**config.mk**
```make
export PLATFORM = sky130hd
export DESIGN_NAME = sd_block_receiver_flat
export DESIGN_NICKNAME = d
export VERILOG_FILES = /design/src/rtl/sd_block_receiver_if.sv /design/src/rtl/sd_block_receiver.sv /design/src/flat_wrapper.sv
export SDC_FILE = /design/constraint.sdc
export NUM_CORES = 1
export LEC_CHECK = 0
export BUFFER_PORTS_ARGS = -buffer_cell sky130_fd_sc_hd__buf_4
export CAP_MARGIN = 20
export CORE_UTILIZATION = 47
export DETAILED_ROUTE_END_ITERATION = 10
export GPL_ROUTABILITY_DRIVEN = 0
export PLACE_DENSITY = 0.64
export SLEW_MARGIN = 20
export SYNTH_ARGS = -nofsm -noshare
export SYNTH_HDL_FRONTEND = slang
export SYNTH_SLANG_ARGS = --single-unit
export TNS_END_PERCENT = 100
```
**constraint.sdc**
```tcl
create_clock -name clock -period 4.2 [get_ports clock]
set_clock_uncertainty 0.05 [all_clocks]
set_input_delay 0.63 -clock clock [delete_from_list [all_inputs] [get_ports clock]]
set_output_delay 0.63 -clock clock [all_outputs]
set_load 0.01 [all_outputs]
```
**src/rtl/sd_block_receiver_if.sv**
```systemverilog
// ---------------------------------------------------------------------------
// sd_block_receiver_if
//   Byte stream handshake between the SD block receiver and its consumer
//   (block buffer or command controller).
//
//   byte_out   : most recent completed byte        (master -> slave)
//   byte_valid : byte_out holds an unconsumed byte (master -> slave)
//   byte_ready : consumer accepts byte_out when byte_valid & byte_ready
//                                                  (slave -> master)
// ---------------------------------------------------------------------------
interface sd_block_receiver_if;
  logic [7:0] byte_out;
  logic       byte_valid;
  logic       byte_ready;

  modport master (
    output byte_out,
    output byte_valid,
    input  byte_ready
  );

  modport slave (
    input  byte_out,
    input  byte_valid,
    output byte_ready
  );
endinterface

```
**src/rtl/sd_block_receiver.sv**
```systemverilog
// ---------------------------------------------------------------------------
// sd_block_receiver
//   SD-bus serial block receiver. Armed by enable, waits (bounded) for a start
//   bit on SDin, then shifts in BYTES bytes MSB first, one bit per clock.
//   Each completed byte is presented on a valid/ready holding register; the
//   serial line is never stalled, so an unconsumed byte gets overwritten and
//   flagged as overrun.
//
//   Optional feature, macro SD_RX_CRC16_EN: after the payload, 16 CRC bits are
//   received and compared against a serially computed CRC16-CCITT
//   (x^16+x^12+x^5+1, init 0). Without the macro, crc_err is constant 0.
//
// Parameters
//   BYTES   : payload bytes per frame (1..4096)
//   TIMEOUT : WAIT-state decrements allowed before giving up on the start bit
//   TO_W    : timeout counter width, must hold TIMEOUT
//
// Ports
//   clock    : rising-edge clock
//   reset    : asynchronous, active-high; clears all state and outputs
//   enable   : starts a frame receive when sampled high in IDLE
//   SDin     : synchronised serial data
//   stream   : byte_out / byte_valid / byte_ready handshake (master side)
//   busy     : state != IDLE
//   done     : one-cycle pulse at frame end (success or timeout)
//   timeout  : no start bit seen; sticky until next arm
//   overrun  : byte overwritten before being consumed; sticky until next arm
//   crc_err  : CRC mismatch; sticky until next arm
// ---------------------------------------------------------------------------
module sd_block_receiver #(
  parameter int BYTES   = 512,
  parameter int TIMEOUT = 255,
  parameter int TO_W    = 8
) (
  input  logic                       clock,
  input  logic                       reset,
  input  logic                       enable,
  input  logic                       SDin,
  sd_block_receiver_if.master        stream,
  output logic                       busy,
  output logic                       done,
  output logic                       timeout,
  output logic                       overrun,
  output logic                       crc_err
);

  localparam int              BC_W      = (BYTES > 1) ? $clog2(BYTES) : 1;
  localparam logic [BC_W-1:0] LAST_BYTE = BC_W'(BYTES - 1);

  typedef enum logic [2:0] {
    S_IDLE,
    S_WAIT,
    S_SHIFT,
`ifdef SD_RX_CRC16_EN
    S_CRC,
`endif
    S_DONE
  } state_t;

  state_t          state, state_next;
  logic [TO_W-1:0] to_cnt;
  logic [2:0]      bit_cnt;
  logic [BC_W-1:0] byte_cnt;
  logic [6:0]      sr;          // first seven bits of the byte in flight
  logic [7:0]      new_byte;

  // FSM control strobes
  logic arm;          // IDLE -> WAIT
  logic start_shift;  // start bit seen
  logic to_dec;       // WAIT counter decrement
  logic set_to;       // WAIT gave up
  logic load_byte;    // last bit of a byte is on SDin this cycle

  assign new_byte = {sr, SDin};

`ifdef SD_RX_CRC16_EN
  logic [15:0] crc;       // computed over payload bits
  logic [15:0] crc_rx;    // received CRC bits
  logic [3:0]  crc_cnt;
  logic        crc_last;  // 16th CRC bit is on SDin this cycle
  logic        crc_fb;
  logic [15:0] crc_next;

  assign crc_fb   = crc[15] ^ SDin;
  assign crc_next = {crc[14:0], 1'b0} ^ (crc_fb ? 16'h1021 : 16'h0000);
`endif

  // -------------------------------------------------------------------------
  // State register
  // -------------------------------------------------------------------------
  // NOTE: sequential state uses non-blocking assignments so every flop
  // samples pre-edge values regardless of process ordering.
  always_ff @(posedge clock or posedge reset) begin
    if (reset) state <= S_IDLE;
    else       state <= state_next;
  end

  // -------------------------------------------------------------------------
  // Next-state and control strobes
  // -------------------------------------------------------------------------
  // NOTE: every signal written here gets a default first, so no path can
  // leave one unassigned and infer a latch.
  always_comb begin
    state_next  = state;
    arm         = 1'b0;
    start_shift = 1'b0;
    to_dec      = 1'b0;
    set_to      = 1'b0;
    load_byte   = 1'b0;
`ifdef SD_RX_CRC16_EN
    crc_last    = 1'b0;
`endif
    case (state)
      S_IDLE: begin
        if (enable) begin
          state_next = S_WAIT;
          arm        = 1'b1;
        end
      end
      S_WAIT: begin
        // Start bit has priority over an expiring counter.
        if (!SDin) begin
          state_next  = S_SHIFT;
          start_shift = 1'b1;
        end else if (to_cnt == '0) begin
          state_next = S_DONE;
          set_to     = 1'b1;
        end else begin
          to_dec = 1'b1;
        end
      end
      S_SHIFT: begin
        if (bit_cnt == 3'd7) begin
          load_byte = 1'b1;
          if (byte_cnt == LAST_BYTE) begin
`ifdef SD_RX_CRC16_EN
            state_next = S_CRC;
`else
            state_next = S_DONE;
`endif
          end
        end
      end
`ifdef SD_RX_CRC16_EN
      S_CRC: begin
        if (crc_cnt == 4'd15) begin
          state_next = S_DONE;
          crc_last   = 1'b1;
        end
      end
`endif
      S_DONE:  state_next = S_IDLE;
      default: state_next = S_IDLE;
    endcase
  end

  assign busy = (state != S_IDLE);
  assign done = (state == S_DONE);

  // -------------------------------------------------------------------------
  // Datapath: counters, shift register, output holding register, flags
  // -------------------------------------------------------------------------
  always_ff @(posedge clock or posedge reset) begin
    if (reset) begin
      to_cnt            <= '0;
      bit_cnt           <= '0;
      byte_cnt          <= '0;
      sr                <= '0;
      stream.byte_out   <= '0;
      stream.byte_valid <= 1'b0;
      timeout           <= 1'b0;
      overrun           <= 1'b0;
    end else begin
      if (arm) begin
        to_cnt  <= TO_W'(TIMEOUT);
        timeout <= 1'b0;
        overrun <= 1'b0;
      end else if (to_dec) begin
        to_cnt <= to_cnt - TO_W'(1);
      end

      if (set_to) timeout <= 1'b1;

      if (start_shift) begin
        bit_cnt  <= '0;
        byte_cnt <= '0;
      end

      if (state == S_SHIFT) begin
        sr      <= {sr[5:0], SDin};
        bit_cnt <= bit_cnt + 3'd1;
        // Byte count saturates at the last byte; only a new start bit clears it.
        if (bit_cnt == 3'd7 && byte_cnt != LAST_BYTE)
          byte_cnt <= byte_cnt + BC_W'(1);
      end

      // Holding register: a new byte always wins; a simultaneous transfer
      // simply keeps valid high without counting as an overrun.
      if (load_byte) begin
        stream.byte_out   <= new_byte;
        stream.byte_valid <= 1'b1;
        if (stream.byte_valid && !stream.byte_ready) overrun <= 1'b1;
      end else if (stream.byte_valid && stream.byte_ready) begin
        stream.byte_valid <= 1'b0;
      end
    end
  end

`ifdef SD_RX_CRC16_EN
  always_ff @(posedge clock or posedge reset) begin
    if (reset) begin
      crc     <= '0;
      crc_rx  <= '0;
      crc_cnt <= '0;
      crc_err <= 1'b0;
    end else begin
      if (arm) crc_err <= 1'b0;

      if (start_shift) begin
        crc     <= '0;
        crc_cnt <= '0;
      end

      if (state == S_SHIFT) crc <= crc_next;

      if (state == S_CRC) begin
        crc_rx  <= {crc_rx[14:0], SDin};
        crc_cnt <= crc_cnt + 4'd1;
      end

      if (crc_last && ({crc_rx[14:0], SDin} != crc)) crc_err <= 1'b1;
    end
  end
`else
  assign crc_err = 1'b0;
`endif

endmodule

```
**src/flat_wrapper.sv**
```systemverilog
// flat-port wrapper written by rule: the top's interface ports become plain ports
module sd_block_receiver_flat 
#(
  parameter int BYTES   = 512,
  parameter int TIMEOUT = 255,
  parameter int TO_W    = 8
)
  (clock, reset, enable, SDin, busy, done, timeout, overrun, crc_err, stream_byte_out, stream_byte_valid, stream_byte_ready);
  sd_block_receiver_if stream_i ();
  input  logic clock;
  input  logic reset;
  input  logic enable;
  input  logic SDin;
  output logic busy;
  output logic done;
  output logic timeout;
  output logic overrun;
  output logic crc_err;
  output wire logic [$bits(stream_i.byte_out)-1:0] stream_byte_out;
  output wire logic [$bits(stream_i.byte_valid)-1:0] stream_byte_valid;
  input wire logic [$bits(stream_i.byte_ready)-1:0] stream_byte_ready;
  assign stream_byte_out = stream_i.byte_out;
  assign stream_byte_valid = stream_i.byte_valid;
  assign stream_i.byte_ready = stream_byte_ready;
  sd_block_receiver #(.BYTES(BYTES), .TIMEOUT(TIMEOUT), .TO_W(TO_W)) u_core (.clock(clock), .reset(reset), .enable(enable), .SDin(SDin), .stream(stream_i), .busy(busy), .done(done), .timeout(timeout), .overrun(overrun), .crc_err(crc_err));
endmodule
```
==> reports/metrics.yaml <==
finalSetupViolCount: 0
drive_gt1_share_pct: 25.9
fin_hold_ws_ns: 0.409
r2r-end: "u_core.byte_cnt[6]"
drt_wl_total_mm: 3.27
cts_buffers: 5
antenna_found_initial: 0
clock_sinks: 40
yosys_warnings: 0
grt_first_pass_wirelength_mm: 5.91
reg2reg_from: "u_core.byte_cnt[0]"
clk_pin_slew_ns: 0.07
period_needed_ns: 2.59
required_ns: 4.32
power.density_nw_per_um2: 568
slowest_stage: "dfrtp_1"
hold_violations: 0
dpl.cell_count: 233
cp-startpoint: "u_core.byte_cnt[0]"
endpoint: "u_core.byte_cnt[6]"
die_w_um: 66.1
rows: 22
ys_async_sr_fraction_pct: 100
cts_tree: "yes"
dp_hpwl_mm: 2.34
detail_route.vias_per_cell: 5.41
fin_cells: 241
synth.area.top_cells: "dfrtp_1, mux2_2, ha_1"
vias: 1304
rsz0062_at_grt: "false"
area_growth_pct: 13.8
synth_nets: 188
worstSetupEndpointType: "flip-flop"
netlist_area_um2: 1930
first_global_vias: 1318
routedWlPerCell_um: 13.6
maxCapViolCount: 0
syn_area_per_cell_um2: 11.2
postCtsSetupBuffers: 0
grt_util_all_layers_pct: 18.1
worstSetupPathType: "flip-flop to flip-flop"
drv_slew: 0
synth_area_leader_cell: "dfrtp_1"
io_pins: 19
finalCritPeriodShare_pct: 61.6
start_util_pct: 50.8
drc_errors: 0
ctsHoldBuffers: 0
grt_max_degree: 41
crit_buf_inv: 0
p_leak_uw: 0.00104
first_pass_iters: 5
fin_setup_tns_ns: 0
maxSlewHeadroom_pct: 58.8
crit_family: "simple AND/OR/NAND/NOR gates"
cts-root-buf: "clkbuf_8"
cp_max_fo: 12
nNetsFinal: 208
dieArea_um2: 4370
ys_seq_area_share_pct: 51.9
synth_top_flop_cell: "dfrtp_1"
fmax_ghz: 0.386
insertion_delay_ns: 0.29
worstSetupPathDepth: 8
critPathMaxStageDelay_ns: 0.41
antenna_cells: 0
core_area_um2: 3800
min_path_type: "primary input to asynchronous set/reset pin"
seqCellArea_um2: 1000
synthCells: 172
ys_ff_latch: 40
num-fill-cells: 339
ys_top_cells_by_count: "dfrtp_1, nand2_1, mux2_2"
fin_area_um2: 2200
crit_path_cell_trace: "ha_1 > and3_1 > and3_1 > ha_1 > nand3b_1 > and2_1 > o21bai_1 > a22o_1"
peakVddDrop_v: 0.000332
multiInputGateArea_um2: 880
reg2reg_slack_ns: 1.61
place_area_um2: 2100
worstPathArrival_ns: 2.71
tightest_slew_ns: 0.618
grt-ovfl-total: 0
ctsResizeCount: 0
synth_edf_count: 0
synth_top_area_share_pct: 51.9
outcome: "complete, no violations"
clockBufferDepth: 2
critPathLaunchType: "flip-flop"
yosysUniqueCellTypes: 39
htreeDepth: 2
yosysMostFrequentCell: "dfrtp_1"
drt_iter0_drc: 38
reg2reg_depth: 8
portBuffers: 17
ant_nets: 0
die_h_um: 66.1
==> state kept, by name, indices dropped and copies added (netlist names) <==
name	count
u_core.to_cnt	8
u_core.stream.byte_out	8
u_core.bit_cnt	3
u_core.timeout	1
u_core.overrun	1
u_core.sr	7
u_core.state	2
u_core.byte_cnt	9
u_core.stream.byte_valid	1
==> placed cells by master (no fill, tap or decap), drive strengths merged, types with 2 or more instances in the layout <==
cell type	synthesis	routed
a21oi	3	3
o31ai	2	2
dfrtp	40	40
nand2	24	24
o21ai	13	13
nor2	5	5
xnor2	2	2
mux2	17	17
and3	4	4
nor3	2	2
and2	2	2
buf	1	18
nand3	8	8
xor2	4	4
ha	11	11
inv	7	7
o211ai	3	3
or4	4	4
clkbuf	4	7
nand2b	2	2
==> final cells by class <==
type                       count  area share, %
sequential                    40           45.6
multi-input combinational    120           40.1
timing repair buffer          18           6.15
clock buffer                   7           3.93
tap                           48           2.74
inverter                       7           1.20
clock inverter                 1          0.342
==> worst reg2reg max path: stages, from the launching register on <==
cell	delay (ns)
dfrtp_1	0.41
ha_1	0.25
and3_1	0.21
and3_1	0.19
ha_1	0.20
nand3b_1	0.39
and2_1	0.36
o21bai_1	0.17
a22o_1	0.24
==> kinds of logic (layout without fill, tap and decap cells) <==
group,Yosys count,after routing,synth area share [%]
xor gates and xnor gates,6,6,2.72
DFF,40,40,51.9
buffers and inverters,12,33,2.53
muxes,18,18,10.4
adders and majority gates,11,11,7.13
other,1,1,0.194
AOI/OAI and AO/OA,27,27,9.53
and+or+nand+nor,57,57,15.6
==> worst min-delay path by stage <==
stage	from	endpoint	slack (ns)	cells past startpoint
floorplan	u_core.byte_cnt[7]	u_core.byte_cnt[7]	0.39	1
global placement	u_core.overrun	u_core.overrun	0.42	2
detailed placement	u_core.overrun	u_core.overrun	0.42	2
CTS	reset	u_core.to_cnt[7]	0.43	3
global route	reset	u_core.byte_cnt[1]	0.46	3
finish	reset	u_core.byte_cnt[1]	0.41	3
==> layer usage <==
layer / wire, um / GRT usage (%)
met5: 0 / 0
met1: 1570 / 23.1
met3: 104 / 4.66
met4: 42 / 6.38
met2: 1550 / 29.7
==> power by group <==
| part | switching, uW | total, uW | internal [uW] |
|---|---|---|---|
| combinational | 196 | 409 | 213 |
| clock | 124 | 258 | 133 |
| sequential | 83.0 | 580 | 497 |
==> metrics by stage <==
stage                     setup slack [ns]  power, uW  util (%)
after floorplan                       2.13        863         -
after global placement                1.77        977      55.3
after detailed placement              1.67       1000      55.3
after CTS                             1.64       1270      57.8
after global routing                  1.48       1350      57.8
final                                 1.61       1250      57.8
No activity file was read; power rests on OpenSTA's default activity.
